--- src/rtl/iter_shift_pkg.sv ---
// Shared widths and FSM state type for the iterative right shifter.
package iter_shift_pkg;
   localparam int WIDTH    = 8;
   localparam int SHIFT_W  = 3;
   localparam int STEP_W   = 2;
   localparam int MAX_STEP = (1 << STEP_W) - 1;

   typedef enum logic [1:0] {
      IDLE  = 2'd0,
      SHIFT = 2'd1,
      DONE  = 2'd2
   } state_t;
endpackage

--- src/rtl/iter_right_shifter_shift_step.sv ---
// One combinational step of 0..MAX_STEP positions, logical right shift with zero fill.
module shift_step
   import iter_shift_pkg::*;
(
   input  logic [WIDTH-1:0]  work,
   input  logic [STEP_W-1:0] step,
   output logic [WIDTH-1:0]  result
);
   assign result = work >> step;
endmodule

--- src/rtl/iter_right_shifter.sv ---
// Logical right shift of an 8-bit operand in ceil(shift/3) single-cycle steps; result valid 1+ceil(shift/3) cycles after accept.
// Result and step count are held in DONE until out_ready; no new request is accepted until then.
module iter_right_shifter
   import iter_shift_pkg::*;
(
   input  logic               clk,
   input  logic               reset,
   input  logic               in_valid,
   output logic               in_ready,
   input  logic [WIDTH-1:0]   data,
   input  logic [SHIFT_W-1:0] shift,
   output logic               out_valid,
   input  logic               out_ready,
   output logic [WIDTH-1:0]   shout,
   output logic [SHIFT_W-1:0] steps
);
   state_t               state, state_nxt;
   logic [WIDTH-1:0]     work;
   logic [SHIFT_W-1:0]   rem;
   logic [STEP_W-1:0]    step;
   logic [SHIFT_W-1:0]   rem_left;
   logic [WIDTH-1:0]     stepped;

   // Saturate the step to what is left so rem can never underflow.
   assign step     = (rem > SHIFT_W'(MAX_STEP)) ? STEP_W'(MAX_STEP) : rem[STEP_W-1:0];
   assign rem_left = rem - {{(SHIFT_W-STEP_W){1'b0}}, step};

   shift_step u_step (
      .work   (work),
      .step   (step),
      .result (stepped)
   );

   assign in_ready  = (state == IDLE);
   assign out_valid = (state == DONE);

   always_ff @(posedge clk) begin
      if (reset) state <= IDLE;
      else       state <= state_nxt;
   end

   always_comb begin
      state_nxt = state;
      case (state)
         IDLE:    if (in_valid) state_nxt = (shift == '0) ? DONE : SHIFT;
         SHIFT:   if (rem_left == '0) state_nxt = DONE;
         DONE:    if (out_ready) state_nxt = IDLE;
         default: state_nxt = IDLE;
      endcase
   end

   always_ff @(posedge clk) begin
      if (reset) begin
         work  <= '0;
         rem   <= '0;
         steps <= '0;
         shout <= '0;
      end else begin
         case (state)
            IDLE: if (in_valid) begin
               work  <= data;
               rem   <= shift;
               steps <= '0;
               if (shift == '0) shout <= data;
            end
            SHIFT: begin
               work  <= stepped;
               rem   <= rem_left;
               steps <= steps + SHIFT_W'(1);
               // shout only moves on entry to DONE, so it holds otherwise.
               if (rem_left == '0) shout <= stepped;
            end
            default: ;
         endcase
      end
   end
endmodule
--- config.mk ---
export PLATFORM = sky130hd
export DESIGN_NAME = iter_right_shifter
export DESIGN_NICKNAME = d
export VERILOG_FILES = /design/src/rtl/iter_shift_pkg.sv /design/src/rtl/iter_right_shifter_shift_step.sv /design/src/rtl/iter_right_shifter.sv
export SDC_FILE = /design/constraint.sdc
export NUM_CORES = 1
export LEC_CHECK = 0
export CAP_MARGIN = 25
export CORE_MARGIN = 4
export CORE_UTILIZATION = 55
export DETAILED_ROUTE_END_ITERATION = 7
export DONT_BUFFER_PORTS = 1
export PLACE_DENSITY = 0.79
export SETUP_SLACK_MARGIN = 0.4
export SYNTH_ARGS = -nofsm -noshare
export SYNTH_HDL_FRONTEND = slang
export SYNTH_SLANG_ARGS = --single-unit
--- constraint.sdc ---
create_clock -name clk -period 1.7 [get_ports clk]
set_input_delay 0.34 -clock clk [delete_from_list [all_inputs] [get_ports clk]]
set_output_delay 0.34 -clock clk [all_outputs]
set_load 0.02 [all_outputs]
* Word-level counts from Yosys, hierarchy flattened
Index checks and enable logic that the tools add are counted.
W data, S select, Z words.
** Cells by class
- Add/sub/neg operators :: 2
- Order comparisons :: 1
- Equality and inequality tests :: 6
- Shift operators :: 1
- Muxes and demuxes :: 16
- Reductions and logical operators :: 7
** Operators by type and width (number)
- $mux W8 :: 4
- $pmux W8 S2 :: 2
- $pmux W3 S2 :: 2
- $mux W2 :: 5
- $shr A8 B2 Y8 :: 1
- $logic_not A3 Y1 :: 2
- $mux W3 :: 2
- $pmux W2 S3 :: 1
- $ne A2 B1 Y1 const B :: 2
- $ne A2 B2 Y1 const B :: 2
- $reduce_and A4 Y1 :: 1
- $add A3 B1 Y3 const B :: 1
- $gt A3 B2 Y1 const B :: 1
- $reduce_and A3 Y1 :: 1
- $sub A3 B2 Y3 :: 1
- $eq A2 B1 Y1 const B :: 1
- $eq A2 B2 Y1 const B :: 1
- $logic_not A2 Y1 :: 1
- $reduce_and A2 Y1 :: 1
- $reduce_bool A2 Y1 :: 1
** Word-level totals
- Register bits :: 24
- Input bits :: 15

* Longest topological paths before layout
Gate-level depths: netlist (run 1).
- Depth after elaboration :: 6
- Mapped depth :: 9
- Mapped depth without buffers :: 6

* Modules after synthesis
Synthesis (run 1) repeated with hierarchy kept, for this count alone.
** Unflattened totals
- Cells, all modules :: 132
- Area total of the unflattened synthesis :: 1276.2 sq um
** Modules (own cells, without submodules)
- iter_right_shifter :: times used 1, cells an instance 115, area an instance 1116.1 sq um
- shift_step :: times used 1, cells an instance 17, area an instance 160.2 sq um

* Worst setup path before layout (run 1)
OpenSTA, ideal clock, no wires.
- Kind :: register -> register
- From :: register rem[0]
- To :: register shout[5]
- Data arrival time :: 1.691 ns
- Data required time :: 1.628 ns
- Setup slack :: -0.063 ns
- Cell stages (with the launch flop) :: 10
- Buffers on the path :: 3
- Cell sequence :: dfxtp_1 -> buf_2 -> buf_2 -> nand2b_1 -> ha_1 -> nand2b_1 -> a22oi_4 -> and2_1 -> buf_6 -> mux2i_1
** Between the ends
- Word-level cells in the longest chain between the ends :: 6
- Elaborated cells between the ends (all ways) :: 9
** Ends and longest elaborated chain
- from (decl) :: line iter_right_shifter.sv:19 : logic [SHIFT_W-1:0] rem;
- from (signal assigned) :: line iter_right_shifter.sv:62 : rem <= shift;
- from (signal assigned) :: line iter_right_shifter.sv:68 : rem <= rem_left;
- $gt A3 B2 Y1 :: line iter_right_shifter.sv:25 : assign step = (rem > SHIFT_W'(MAX_STEP)) ? STEP_W'(MAX_STEP) : rem[STEP_W-1:0];
- $mux W2 :: line iter_right_shifter.sv:25
- $sub A3 B2 Y3 :: line iter_right_shifter.sv:26 : assign rem_left = rem - {{(SHIFT_W-STEP_W){1'b0}}, step};
- $logic_not A3 Y1 :: line iter_right_shifter.sv:71 : if (rem_left == '0) shout <= stepped;
- $ne A2 B2 Y1 (no line)
- $reduce_and A4 Y1 (no line)
- to (signal assigned) :: line iter_right_shifter.sv:64 : if (shift == '0) shout <= data;
- to (signal assigned) :: line iter_right_shifter.sv:71
- to (decl) :: line iter_right_shifter.sv:14 : output logic [WIDTH-1:0] shout,
Several ways; a longest one is shown, not always the timed one. The select of a mux whose other input is x is not followed.
A chain may end at the register's enable or synchronous reset.

* Worst setup path after layout (run 1)
Same ends and word-level chain as after synthesis.

==> results of run 1 <==
[final cells by class]
| class | instances | area, um^2 | share of cell area |
|---|---|---|---|
| Sequential cell | 24 | 492 | 0.306 |
| Timing Repair Buffer | 17 | 170 | 0.106 |
| Multi-Input combinational cell | 116 | 878 | 0.546 |
| Inverter | 3 | 11.3 | 0.00700 |
| Clock buffer | 3 | 22.5 | 0.0140 |
| Tap cell | 28 | 35.0 | 0.0218 |
[per-layer routing]
| layer | global-route usage | vias to the layer above |
|---|---|---|
| li1 | - | 594 |
| met1 | 0.272 | 572 |
| met2 | 0.342 | 49 |
| met3 | 0.0483 | 8 |
| met4 | 0.0712 | 0 |
| met5 | 0 | - |
[power groups by stage]
stage                     clock [mW]  combinational [mW]  sequential [mW]
after floorplan                    0               0.586            0.799
after global routing           0.272                1.03            0.854
after CTS                      0.248               0.870            0.838
after global placement             0               0.665            0.826
after detailed placement           0               0.685            0.830
final                          0.241               0.936            0.839
[metrics by stage]
stage / area, um^2 / power [mW] / util / hold WS (ns)
after global routing: 1610 / 2.16 / 0.720 / 0.0565
after floorplan: 1350 / 1.38 / - / 0.476
final: 1610 / 2.02 / 0.720 / 0.0829
after detailed placement: 1370 / 1.51 / 0.614 / 0.417
after CTS: 1560 / 1.96 / 0.699 / 0.0639
after global placement: 1370 / 1.49 / 0.614 / 0.413
[cell families (layout without fill, tap and decap cells)]
| group | count (synthesis) | count (layout) | synth area share |
|---|---|---|---|
| fa+ha+maj | 2 | 2 | 0.0192 |
| compound gates | 51 | 51 | 0.283 |
| mux | 6 | 6 | 0.0470 |
| flops | 24 | 24 | 0.368 |
| buf+inv | 17 | 23 | 0.0633 |
| simple gates | 57 | 57 | 0.220 |
[synthesized netlist by cell type, types with 4 or more instances]
master      n  share of area
a311oi_1   12          0.081
a21oi_1    12          0.046
dfxtp_1    24           0.37
nor2_1     21          0.060
buf_2       6          0.023
o21ai_0     8          0.031
nand2b_1    6          0.029
a211oi_1    8          0.046
mux2i_1     5          0.038
nand2_1     9          0.026
o2111ai_1   4          0.027
nor2b_1     6          0.029
nor3_1      6          0.023
clkbuf_1    4          0.012
[worst max-delay path, stage by stage, from the launching register on]
cell and delay (ns):
dfxtp_2 0.37, nand2b_4 0.14, ha_4 0.14, nand2b_4 0.06, a22oi_4 0.22, and2_4 0.26, mux2i_1 0.18
[what timing repair did]
| item | 4_1_cts | 5_1_grt |
|---|---|---|
| gates cloned | 0 | 1 |
| pin swaps | 25 | 11 |
| gates resized for setup | 42 | 7 |
| setup endpoints to repair | 24 | 24 |
| buffers inserted | 5 | 2 |
[flip-flops by register name, indices dropped and copies added (netlist names)]
register  count
steps         3
work          8
rem           3
shout         8
state         2
[worst paths after layout]
check | from | endpoint | slack (ns)
worst max-delay path | rem[0] | shout[5] | 0.27
worst min-delay path | reset | rem[1] | 0.08
worst max register to register | rem[0] | shout[5] | 0.27
worst min register to register | work[0] | work[0] | 0.50
==> impl_metrics.toml, run 1 <==
[drt]
drt-pass1-iter-count = 4
drc = 0
route.vias.total = 1223
drt_wl_total_um = 3370
met2WireLength_um = 1670
drt_iter0_drc = 45
drtAntennaViolNets = 0
wire_per_inst_um = 17.7
wl_met3_um = 232
routed.top_layer = "met4"
vias_per_cell = 6.40
drt-met1-wl_um = 1400

[layout]
n_fill_cell = 171
antennaDiodeCount = 0
drive_gt1_frac = 0.344
layout_common_cells = "dfxtp_1 (19), nor2_1 (17), a311oi_1 (12)"
final_cells = 191
nNetsFinal = 182
final_common_cell = "dfxtp_1"
syn_to_final_growth_pct = 23.3

[synth]
ys_types = 33
synth_cells = 157
synth_warnings = 0
ys_seq_elements = 24
yosys_most_used_dff = "dfxtp_1"
synth_edf_count = 0
seq_area_frac_synth = 0.368
async_reset_ff_frac = 0
avgSynthCellArea_um2 = 8.31
synthesis.nets = 174
syn-cell-area_um2 = 1310

[global_routing]
grt_max_degree = 26
grt_pass1_vias = 1129
grt_pass1_wl_um = 5420
antenna_found_initial = 0
grt.overflow.total = 0
groute.usage.overall = 0.210

[timing]
relSlewSlack = 0.800
worst_slack_ns = 0.266
final_hold_viol_count = 0
fin_skew_ns = 0.00460
finalCriticalPeriod_ns = 1.43
rsz0062_at_grt = "yes"
max_freq_mhz = 697
slew_violations = 0
fin_crit_sh = 0.843
worst_slew_pin_slew_ns = 0.297
finalSetupTns_ns = 0
setup_viol = 0

[power]
switchingPower_uw = 809
switching_share = 0.401
p_seq_frac = 0.416
vdd_drop_max_uv = 942
intPower_mw = 1.21
p_clk_frac = 0.119
powerDensity_nw_per_um2 = 1250
power.leakage_nw = 0.605
power.share.combinational = 0.464

[floorplan]
core_um2 = 2230
start_util = 0.584
die_height_um = 56.7
ios = 28
row_count = 17
dieWidth_um = 56.7
dieArea_um2 = 3220

[cts]
cts_sinks = 24
htree_num_levels = 1
clk_latency_ns = 0.31
tritoncts = "done"
cts.path.max_buffers = 2
hold_buffers = 0
cts_root_buffer = "clkbuf_4"
numCtsBuffers = 3
clk_pin_slew_ns = 0.12

[placement]
portBuffers = 0
place_ws_ns = 0.0821
hpwl_um = 2110
place.gp.congestion = 0.877
dp_cells = 180

[setup_path]
cp_data_required_time_ns = 1.95
reg2regPathDepth = 6
startpoint_type = "register"
path_class = "reg2reg"
cp.arrival_ns = 1.68
path_max_fanout = 8
cp-end-kind = "register"

[worst_hold_path]
holdPathStages = 1
worst_hold_path_type = "in2reg"

[status]
status = "finished clean"

[run]
cap_violations = 0
(Power assumes the default switching activity.)
==> run 2, diff against run 1 <==
==> constraint.sdc (replaced) <==
create_clock -name clk -period 1.3 [get_ports clk]
set_input_delay 0.26 -clock clk [delete_from_list [all_inputs] [get_ports clk]]
set_output_delay 0.26 -clock clk [all_outputs]
set_load 0.02 [all_outputs]
==> impl_metrics.toml, run 2 (synthesis gave the netlist of run 1 again) <==
[status]
status = "complete, but fails checks"
violations = "negative hold slack, negative setup slack"

[power]
p_clk_frac = 0.155
powerDensity_nw_per_um2 = 1730
switchingPower_mw = 1.50
switching_share = 0.416
vdd_drop_max_uv = 1370
power.leakage_nw = 0.797
intPower_mw = 2.11
p_seq_frac = 0.315
power.share.combinational = 0.530

[floorplan]
die_height_um = 56.7
dieWidth_um = 56.7
core_um2 = 2230
dieArea_um2 = 3220
start_util = 0.584
row_count = 17
ios = 28

[setup_path]
startpoint = "rem[1]"
cp-end-kind = "register"
cp_data_required_time_ns = 1.49
slowest_stage = "dfxtp_2"
crit_end = "shout[4]"
cp.arrival_ns = 1.84
path_class = "reg2reg"
r2r_slack_ns = -0.35
startpoint_type = "register"
path_max_fanout = 4
crit_path_cell_trace = "nand2b_4 > ha_4 > nand2b_4 > a22oi_2 > a21oi_1 > a311oi_1"
reg2regPathDepth = 6
max_stage_delay_ns = 0.37
rr_endpoint = "shout[4]"
crit_top_cell = "nand2b_4"
reg2reg_from = "rem[1]"

[drt]
drt_wl_total_um = 5690
wire_per_inst_um = 26.2
drtAntennaViolNets = 0
drc = 0
drt_iter0_drc = 198
route.vias.total = 1621
drt-pass1-iter-count = 5
vias_per_cell = 7.47

[placement]
place_ws_ns = -0.215
place.gp.congestion = 0.802
portBuffers = 0
hpwl_um = 2530
placed_cell_area_um2 = 1580

[cts]
tritoncts = "done"
cts_root_buffer = "clkbuf_4"
numCtsBuffers = 3
htree_num_levels = 1
clk_pin_slew_ns = 0.16
clk_latency_ns = 0.33
cts.path.max_buffers = 2
cts_sinks = 24

[global_routing]
grt.overflow.total = 0
grt_max_degree = 26
grt_pass1_wl_um = 8370
groute.usage.overall = 0.334
grt_pass1_vias = 1591
antenna_found_initial = 0

[timing]
slew_violations = 0
fin_crit_sh = 1.27
relSlewSlack = 0.759
finalCriticalPeriod_ns = 1.65
rsz0062_at_grt = "yes"
max_freq_mhz = 607
final_hold_viol_count = 10
fin_skew_ns = 0.0178
worst_slew_pin_slew_ns = 0.362
worst_slack_ns = -0.347
hold_slack_ns = -0.0311
setup_viol = 21

[layout]
n_fill_cell = 66
nNetsFinal = 207
syn_to_final_growth_pct = 59.8
antennaDiodeCount = 0
drive_gt1_frac = 0.598
multi_input_area_um2 = 1060
finish.instance_area_um2 = 2090
seqCellArea_um2 = 524
layout_common_cells = "buf_6 (22), buf_4 (18), nor2_1 (14)"
final_common_cell = "buf_6"
top_regs = "shout: 8 flops, work: 8 flops"

[worst_hold_path]
holdPathStages = 1
worst_hold_path_type = "in2reg"

[run]
cap_violations = 0
run 2: worst max-delay path: cells and delay by family (launching register included):
kind	cells	cell delay (ns)
AO/OA/AOI/OAI	3	0.78
adder cells (fa/ha/maj)	1	0.15
flip-flops	1	0.37
AND/OR/NAND/NOR	2	0.21
run 2: power by group through the flow:
stage	sequential [mW]	combinational, mW	clock [mW]
final	1.14	1.91	0.558
after global placement	1.07	1.12	0
after CTS	1.10	1.58	0.536
after floorplan	1.06	0.872	0
after global routing	1.15	2.00	0.591
after detailed placement	1.07	1.18	0
run 2: final cells by class:
class / instances / share of cell area
clock inverter: 1 / 0.0144
multi-input combinational: 117 / 0.506
sequential: 24 / 0.251
timing repair buffer: 41 / 0.193
clock buffer: 3 / 0.0108
inverter: 3 / 0.00720
tap: 28 / 0.0168
run 2: what timing repair did:
item                                    CTS  global route
cloned                                    3             0
endpoints found under the setup margin   37            37
hold endpoints to repair                 18            22
buffers inserted                          9             4
gates resized for setup                  77            16
pin swaps                                24            12
run 2: how the worst min path moves through the flow:
stage	from	to
3_5_place_dp	reset	steps[2]
6_report	reset	shout[0]
4_1_cts	reset	steps[2]
3_3_place_gp	reset	state[1]
5_1_grt	reset	shout[0]
2_1_floorplan	shift[1]	rem[1]
run 2: layer usage:
layer,global-route usage,wire length [um]
met5,0,0
met4,0.169,406
met3,0.0828,594
met2,0.545,2650
met1,0.401,2040
run 2: metrics by stage:
stage	TNS [ns]	total power, mW	utilization	cells
after floorplan	-2.45	1.94	-	157
after global placement	-1.93	2.19	0.709	197
after detailed placement	-2.61	2.25	0.709	197
after CTS	-0.858	3.22	0.886	213
after global routing	-4.45	3.73	0.934	217
final	-3.42	3.61	0.934	217
==> run 3, diff against run 2 <==
--- a/config.mk
+++ b/config.mk
@@ -12,6 +12,7 @@
 export DONT_BUFFER_PORTS = 1
 export PLACE_DENSITY = 0.79
 export SETUP_SLACK_MARGIN = 0.4
+export SKIP_LAST_GASP = 1
 export SYNTH_ARGS = -nofsm -noshare
 export SYNTH_HDL_FRONTEND = slang
 export SYNTH_SLANG_ARGS = --single-unit
==> impl_metrics.toml, run 3 (synthesis gave the netlist of run 1 again) <==
[timing]
fin_crit_sh = 1.17
rsz0062_at_grt = "yes"
finalCriticalPeriod_ns = 1.52
worst_slew_pin_slew_ns = 0.346
slew_violations = 0
setup_viol = 23
final_hold_viol_count = 21
worst_slack_ns = -0.223
fin_skew_ns = 0.00578
hold_slack_ns = -0.0356
max_freq_mhz = 657
finalSetupTns_ns = -3.19
relSlewSlack = 0.769

[layout]
nNetsFinal = 205
top_regs = "shout: 8 flops, work: 8 flops"
finish.instance_area_um2 = 2050
layout_common_cells = "buf_6 (20), buf_4 (18), nor2_1 (15)"
drive_gt1_frac = 0.594
fin_util = 0.916
syn_to_final_growth_pct = 56.8
n_fill_cell = 82
final_common_cell = "buf_6"
final_cells = 215
antennaDiodeCount = 0

[cts]
tritoncts = "done"
cts_sinks = 24
clk_pin_slew_ns = 0.15
cts.path.max_buffers = 2
clk_latency_ns = 0.33
htree_num_levels = 1
cts_root_buffer = "clkbuf_4"
numCtsBuffers = 3

[drt]
drc = 0
wire_per_inst_um = 26.4
drtAntennaViolNets = 0
drt_iter0_drc = 98
drt-pass1-iter-count = 5
vias_per_cell = 7.44
drt_wl_total_um = 5670
route.vias.total = 1599

[power]
powerDensity_nw_per_um2 = 1720
intPower_mw = 2.07
p_clk_frac = 0.160
p_total_mw = 3.51
power.share.combinational = 0.519
switchingPower_mw = 1.45
switching_share = 0.412
power.leakage_nw = 0.768
p_seq_frac = 0.321
vdd_drop_max_uv = 1710

[setup_path]
startpoint = "rem[0]"
cp_data_required_time_ns = 1.54
reg2reg_from = "rem[0]"
path_max_fanout = 17
cp-end-kind = "register"
path_class = "reg2reg"
startpoint_type = "register"
cp.arrival_ns = 1.76

[floorplan]
ios = 28
core_um2 = 2230
row_count = 17
die_height_um = 56.7
start_util = 0.584
dieWidth_um = 56.7
dieArea_um2 = 3220

[placement]
placed_cell_area_um2 = 1580
place_ws_ns = -0.215
dp_cells = 197
hpwl_um = 2530
portBuffers = 0
place.gp.congestion = 0.802

[global_routing]
grt_pass1_wl_um = 7800
grt_max_degree = 26
grt.overflow.total = 0
antenna_found_initial = 0
groute.usage.overall = 0.313
grt_pass1_vias = 1540

[run]
cap_violations = 0

[worst_hold_path]
worstHoldStart = "reset"
worst_hold_path_type = "in2reg"

[status]
violations = "negative hold slack, negative setup slack"
status = "complete, but fails checks"
-- run 3: what timing repair did --
item	4_1_cts	5_1_grt
resized for setup	69	19
buffers inserted	9	2
gates cloned	3	0
endpoints found under the hold margin	16	22
pin swaps	24	12
setup endpoints to repair	37	37
-- run 3: cell type report --
type | instances | area [um^2] | share of cell area
repair buffers | 39 | 380 | 0.186
clock buffers | 3 | 22.5 | 0.0110
multi-input cells | 117 | 1040 | 0.508
well taps | 28 | 35.0 | 0.0171
flip-flops and latches | 24 | 524 | 0.256
clock inverters | 1 | 30.0 | 0.0147
inverters | 3 | 15.0 | 0.00734
-- run 3: worst paths after layout --
path	endpoint	cells past startpoint	slack, ns
setup reg to reg	shout[3]	5	-0.22
hold / removal	shout[0]	1	-0.04
hold reg to reg	steps[2]	2	0.56
setup / recovery	shout[3]	5	-0.22
-- run 3: power by group through the flow --
stage | logic [mW] | registers (mW) | clock network (mW)
finish | 1.82 | 1.13 | 0.563
global route | 1.91 | 1.14 | 0.580
CTS | 1.54 | 1.10 | 0.536
detailed placement | 1.18 | 1.07 | 0
global placement | 1.12 | 1.07 | 0
floorplan | 0.872 | 1.06 | 0
-- run 3: critical path, stage by stage (launching register included) --
cell	delay, ns
dfxtp_2	0.36
buf_6	0.16
nor2b_1	0.17
o21ai_1	0.24
o2111ai_2	0.20
a311oi_1	0.30
-- run 3: metal layers --
layer | up-vias | part of all wire | track usage
met5 | - | 0 | 0
met1 | 754 | 0.36 | 0.351
li1 | 646 | - | -
met2 | 152 | 0.47 | 0.531
met4 | 0 | 0.061 | 0.186
met3 | 47 | 0.11 | 0.0713
